### config.mk
export PLATFORM = sky130hd
export DESIGN_NAME = alu_cmd_sequencer
export DESIGN_NICKNAME = d
export VERILOG_FILES = /design/src/rtl/alu_cmd_sequencer.sv
export SDC_FILE = /design/constraint.sdc
export NUM_CORES = 1
export LEC_CHECK = 0
export BUFFER_PORTS_ARGS = -buffer_cell sky130_fd_sc_hd__buf_2
export CORE_UTILIZATION = 30
export CTS_BUF_LIST = sky130_fd_sc_hd__clkbuf_4 sky130_fd_sc_hd__clkbuf_8
export CTS_CLUSTER_SIZE = 40
export DETAILED_ROUTE_END_ITERATION = 7
export PLACE_DENSITY = 0.51
export SYNTH_ARGS = -nofsm -noshare
export SYNTH_HDL_FRONTEND = slang
export SYNTH_SLANG_ARGS = --single-unit
### constraint.sdc
create_clock -name clk -period 2.2 [get_ports clk]
set_clock_uncertainty 0.05 [all_clocks]
set_input_delay 0.44 -clock clk [delete_from_list [all_inputs] [get_ports clk]]
set_output_delay 0.44 -clock clk [all_outputs]
set_load 0.02 [all_outputs]
### src/rtl/alu_cmd_sequencer.sv
// alu_cmd_sequencer: handshaked ALU command stage with registered result/flags, accumulator and op counter
module alu_cmd_sequencer #(
   parameter int WIDTH = 4,
   parameter int CNT_W = 8
) (
   input  logic             clk,
   input  logic             rst_n,
   input  logic             cmd_valid,
   output logic             cmd_ready,
   input  logic [2:0]       opcode,
   input  logic [WIDTH-1:0] a,
   input  logic [WIDTH-1:0] b,
   output logic             res_valid,
   input  logic             res_ready,
   output logic [WIDTH-1:0] result,
   output logic             carry,
   output logic             overflow,
   output logic             zero,
   output logic [CNT_W-1:0] op_count
);
   typedef enum logic [1:0] {IDLE, EXEC, RESP} state_t;
   state_t state_q, state_d;
   logic [2:0] op_q, op_d;
   logic [WIDTH-1:0] a_q, a_d, b_q, b_d, result_q, result_d, acc_q, acc_d;
   logic carry_q, carry_d, ovf_q, ovf_d, zero_q, zero_d;
   logic [CNT_W-1:0] cnt_q, cnt_d;
   logic [WIDTH-1:0] x, r;
   logic [WIDTH:0] sum, diff;
   logic is_add, is_sub, c, v;

   always_ff @(posedge clk)
      if (!rst_n) state_q <= IDLE;
      else state_q <= state_d;

   always_comb
      state_d = state_q == IDLE ? (cmd_valid ? EXEC : IDLE) :
                state_q == EXEC ? RESP : (res_ready ? IDLE : RESP);

   always_comb begin
      cmd_ready = state_q == IDLE && rst_n;
      res_valid = state_q == RESP;
      result    = result_q;
      carry     = carry_q;
      overflow  = ovf_q;
      zero      = zero_q;
      op_count  = cnt_q;
   end

   // ACC reuses the adder with the accumulator in place of operand A
   always_comb begin
      is_add = op_q == 3'd4 || op_q == 3'd7;
      is_sub = op_q == 3'd5;
      x      = op_q == 3'd7 ? acc_q : a_q;
      sum    = {1'b0, x} + {1'b0, b_q};
      diff   = {1'b0, a_q} - {1'b0, b_q};
      r      = '0;
      case (op_q)
         3'd0: r = a_q & b_q;
         3'd1: r = a_q | b_q;
         3'd2: r = a_q ^ b_q;
         3'd3: r = ~a_q;
         3'd4: r = sum[WIDTH-1:0];
         3'd5: r = diff[WIDTH-1:0];
         3'd6: r = a_q;
         default: r = sum[WIDTH-1:0];
      endcase
      c = is_add ? sum[WIDTH] : is_sub ? ~diff[WIDTH] : 1'b0;
      v = is_add ? (x[WIDTH-1] == b_q[WIDTH-1] && sum[WIDTH-1] != x[WIDTH-1]) :
          is_sub ? (a_q[WIDTH-1] != b_q[WIDTH-1] && diff[WIDTH-1] != a_q[WIDTH-1]) : 1'b0;
   end

   always_comb begin
      op_d     = op_q;
      a_d      = a_q;
      b_d      = b_q;
      result_d = result_q;
      carry_d  = carry_q;
      ovf_d    = ovf_q;
      zero_d   = zero_q;
      acc_d    = acc_q;
      cnt_d    = cnt_q;
      if (cmd_valid && cmd_ready) begin
         op_d = opcode;
         a_d  = a;
         b_d  = b;
      end
      if (state_q == EXEC) begin
         result_d = r;
         carry_d  = c;
         ovf_d    = v;
         zero_d   = r == '0;
         acc_d    = r;
         cnt_d    = cnt_q + 1'b1;
      end
   end

   always_ff @(posedge clk)
      if (!rst_n) begin
         op_q     <= '0;
         a_q      <= '0;
         b_q      <= '0;
         result_q <= '0;
         carry_q  <= 1'b0;
         ovf_q    <= 1'b0;
         zero_q   <= 1'b0;
         acc_q    <= '0;
         cnt_q    <= '0;
      end else begin
         op_q     <= op_d;
         a_q      <= a_d;
         b_q      <= b_d;
         result_q <= result_d;
         carry_q  <= carry_d;
         ovf_q    <= ovf_d;
         zero_q   <= zero_d;
         acc_q    <= acc_d;
         cnt_q    <= cnt_d;
      end
endmodule

==> impl_metrics.yaml <==
status:
  status: "finished, final reports clean"
power_and_ir_drop:
  ir_drop_v: 0.000274
  power_uw: 1130
  p_leak_uw: 0.000981
  p_sw_uw: 325
  p_seq_share_pct: 48.8
  pwr-share-comb_pct: 23.2
  p_int_uw: 802
  p_sw_share_pct: 28.9
  power_density_nw_per_um2: 499
  p_clk_share_pct: 28.0
die:
  initial_core_util_pct: 31.6
  coreArea_um2: 5990
  io-pin-count: 32
  die_h_um: 81.5
  std_cell_rows: 28
  die_w_um: 81.5
  dieArea_um2: 6640
cts:
  clk_latency_ns: 0.27
  cts_sinks: 28
  path_clk_slew_ns: 0.09
  cts_buffers: 3
  cts-root-buf: "clkbuf_8"
  cts_tree: "built"
  htreeDepth: 1
  cts_buffer_depth: 2
  post_cts_buffers: 0
finish:
  final_util_pct: 37.7
  area_growth_pct: 19.2
  nets: 291
  diodes: 0
  layout-drive-gt1-share_pct: 30.5
  instances_no_fill: 331
  fin_area_um2: 2260
synthesis:
  syn_avg_cell_area_um2: 8.61
  synth.area.top_cells: "dfxtp_1 (30%), ha_1 (11%), nand2_1 (6.9%)"
  yosys.cell_types.count: 55
  synth_commonest_cells: "nand2_1 (35), dfxtp_1 (28), a21oi_1 (20), ha_1 (17), nor2_1 (12)"
  synth_edf_count: 0
  synth-seq-cells: 28
  post-synth-top-area-cell: "dfxtp_1"
  synth_top_area_share_pct: 29.6
  async_flop_share_pct: 0
  yosysWarnings: 0
  synth_nets: 254
  synthesis.area_um2: 1890
  synth_most_common_cell: "nand2_1"
  synthesis.instances: 220
  yosysSeqAreaShare_pct: 29.6
  synthFlopType: "dfxtp_1"
global_route:
  grtUsageTotal_pct: 14.4
  antenna_found_initial: 0
  use_met3_pct: 1.33
  grt_overflow_total: 0
  gr-usage-met2_pct: 22.9
  grt_pass1_vias: 1535
  grt_max_degree: 24
  busiest_layer: "met2"
  grt_pass1_wl_um: 7420
  use_met1_pct: 21.1
worst_setup_path:
  required_ns: 2.31
  critPathCaptureType: "flip-flop"
  crit_family: "compound AO/OA/AOI/OAI gates"
  critical_path_peak_fanout: 3
  worstSetupPathType: "flip-flop to flip-flop"
  startpoint_type: "flip-flop"
  critical-path-max-stage-delay_ns: 0.35
  crit_arrival_ns: 2.27
  critPathSlowestCell: "fa_2"
  critical_path.cell_chain: "nand3_4 -> mux2_2 -> ha_2 -> fa_2 -> a21o_1 -> a21oi_2 -> a221oi_2 -> o211ai_1 -> a21oi_1"
  crit_buf_inv: 0
worst_hold_path:
  hold_path.class: "input port to flip-flop"
timing:
  slew-limit-headroom_pct: 69.1
  setup_slack_ns: 0.0329
  max_slew.worst_pin.slew_ns: 0.460
  finalMaxSlewViolations: 0
  finalSetupViolCount: 0
  hold_violations: 0
  fmaxAchievable_mhz: 461
  period_share_pct: 98.5
  rsz0062_at_grt: "true"
  min_period_ns: 2.17
placement:
  portBuffers: 31
  placed_area_um2: 2160
  hpwl_um: 3430
  dp_slack_ns: 0.0292
  place_congestion: 0.777
  dp_cells: 327
route:
  wl_per_cell_um: 13.3
  ant_nets: 0
  drt-pass1-iter-count: 4
  route.detailed.drc: 0
  viasPerCell: 4.76
  drt-total-wl_um: 4390
  drt_iter0_markers: 81
  num_vias: 1574
job:
  drv_cap: 0
[logic make-up (layout without fill, tap and decap cells)]
group,count (synthesis),after routing,synth area share (%)
AOI/OAI and AO/OA,49,49,18.2
xor gates and xnor gates,10,10,4.62
adders and majority gates,19,19,13.3
buffers and inverters,23,59,6.80
DFF,28,28,29.6
muxes,7,7,4.23
and+or+nand+nor,84,84,23.3
[timing repair]
item,4_1_cts,5_1_grt
hold buffers,0,0
setup endpoints to repair,0,3
gates resized for setup,0,9
[state kept, by name (all words and copies together), names as in the netlist]
register  flops
overflow      1
state_q       2
op_q          3
a_q           4
acc_q         4
op_count      8
zero          1
b_q           4
carry         1
[per-stage QoR]
stage          hold WS, ns   TNS, ns
4_1_cts              0.284         0
3_3_place_gp         0.417         0
5_1_grt              0.292    -0.115
3_5_place_dp         0.411         0
6_report             0.288         0
2_1_floorplan        0.420  -0.00344
[power groups by stage]
stage          clock network, uW  logic, uW  registers [uW]
3_5_place_dp                   0        252             562
6_report                     315        261             550
4_1_cts                      321        254             550
2_1_floorplan                  0        175             568
3_3_place_gp                   0        253             562
5_1_grt                      353        292             554
[cell usage in the layout, fill, tap and decap left out, types with 5 or more instances in the layout]
cell type,netlist,final
nand2_1,35,35
buf_2,2,31
dfxtp_1,28,23
a21oi_1,20,18
ha_1,17,15
nor2_1,12,12
buf_4,0,12
inv_1,11,11
xor2_1,6,6
nor3_1,6,6
nor2b_1,5,5
nand2b_1,5,5
dfxtp_2,0,5
[worst paths after layout]
kind,startpoint,cells past startpoint,slack [ns],end
worst max-delay path,op_q[2],9,0.03,carry
worst min-delay path,res_ready,2,0.29,state_q[1]
worst max register to register,op_q[2],9,0.03,carry
worst min register to register,carry,2,0.41,carry
[cell type report]
cell class / instances / area [um^2]
Fill cell: 625 / 3730
Multi-Input combinational cell: 169 / 1250
Sequential cell: 28 / 567
Timing Repair Buffer: 43 / 245
Tap cell: 75 / 93.8
Clock buffer: 4 / 55.1
Inverter: 12 / 45.0
[per-layer routing]
layer	wire, um	vias to the layer above	part of all wire (%)
met3	78	2	1.8
met1	2320	726	53
li1	-	826	-
met4	18	0	0.41
met5	0	-	0
met2	1970	20	45
[worst register-to-register path, cell delays in order, from the launching register on]
cell and delay (ns):
dfxtp_2 0.34, nand3_4 0.09, mux2_2 0.34, ha_2 0.19, fa_2 0.35, a21o_1 0.19, a21oi_2 0.17, a221oi_2 0.08
o211ai_1 0.18, a21oi_1 0.08
(Power assumes the default switching activity.)
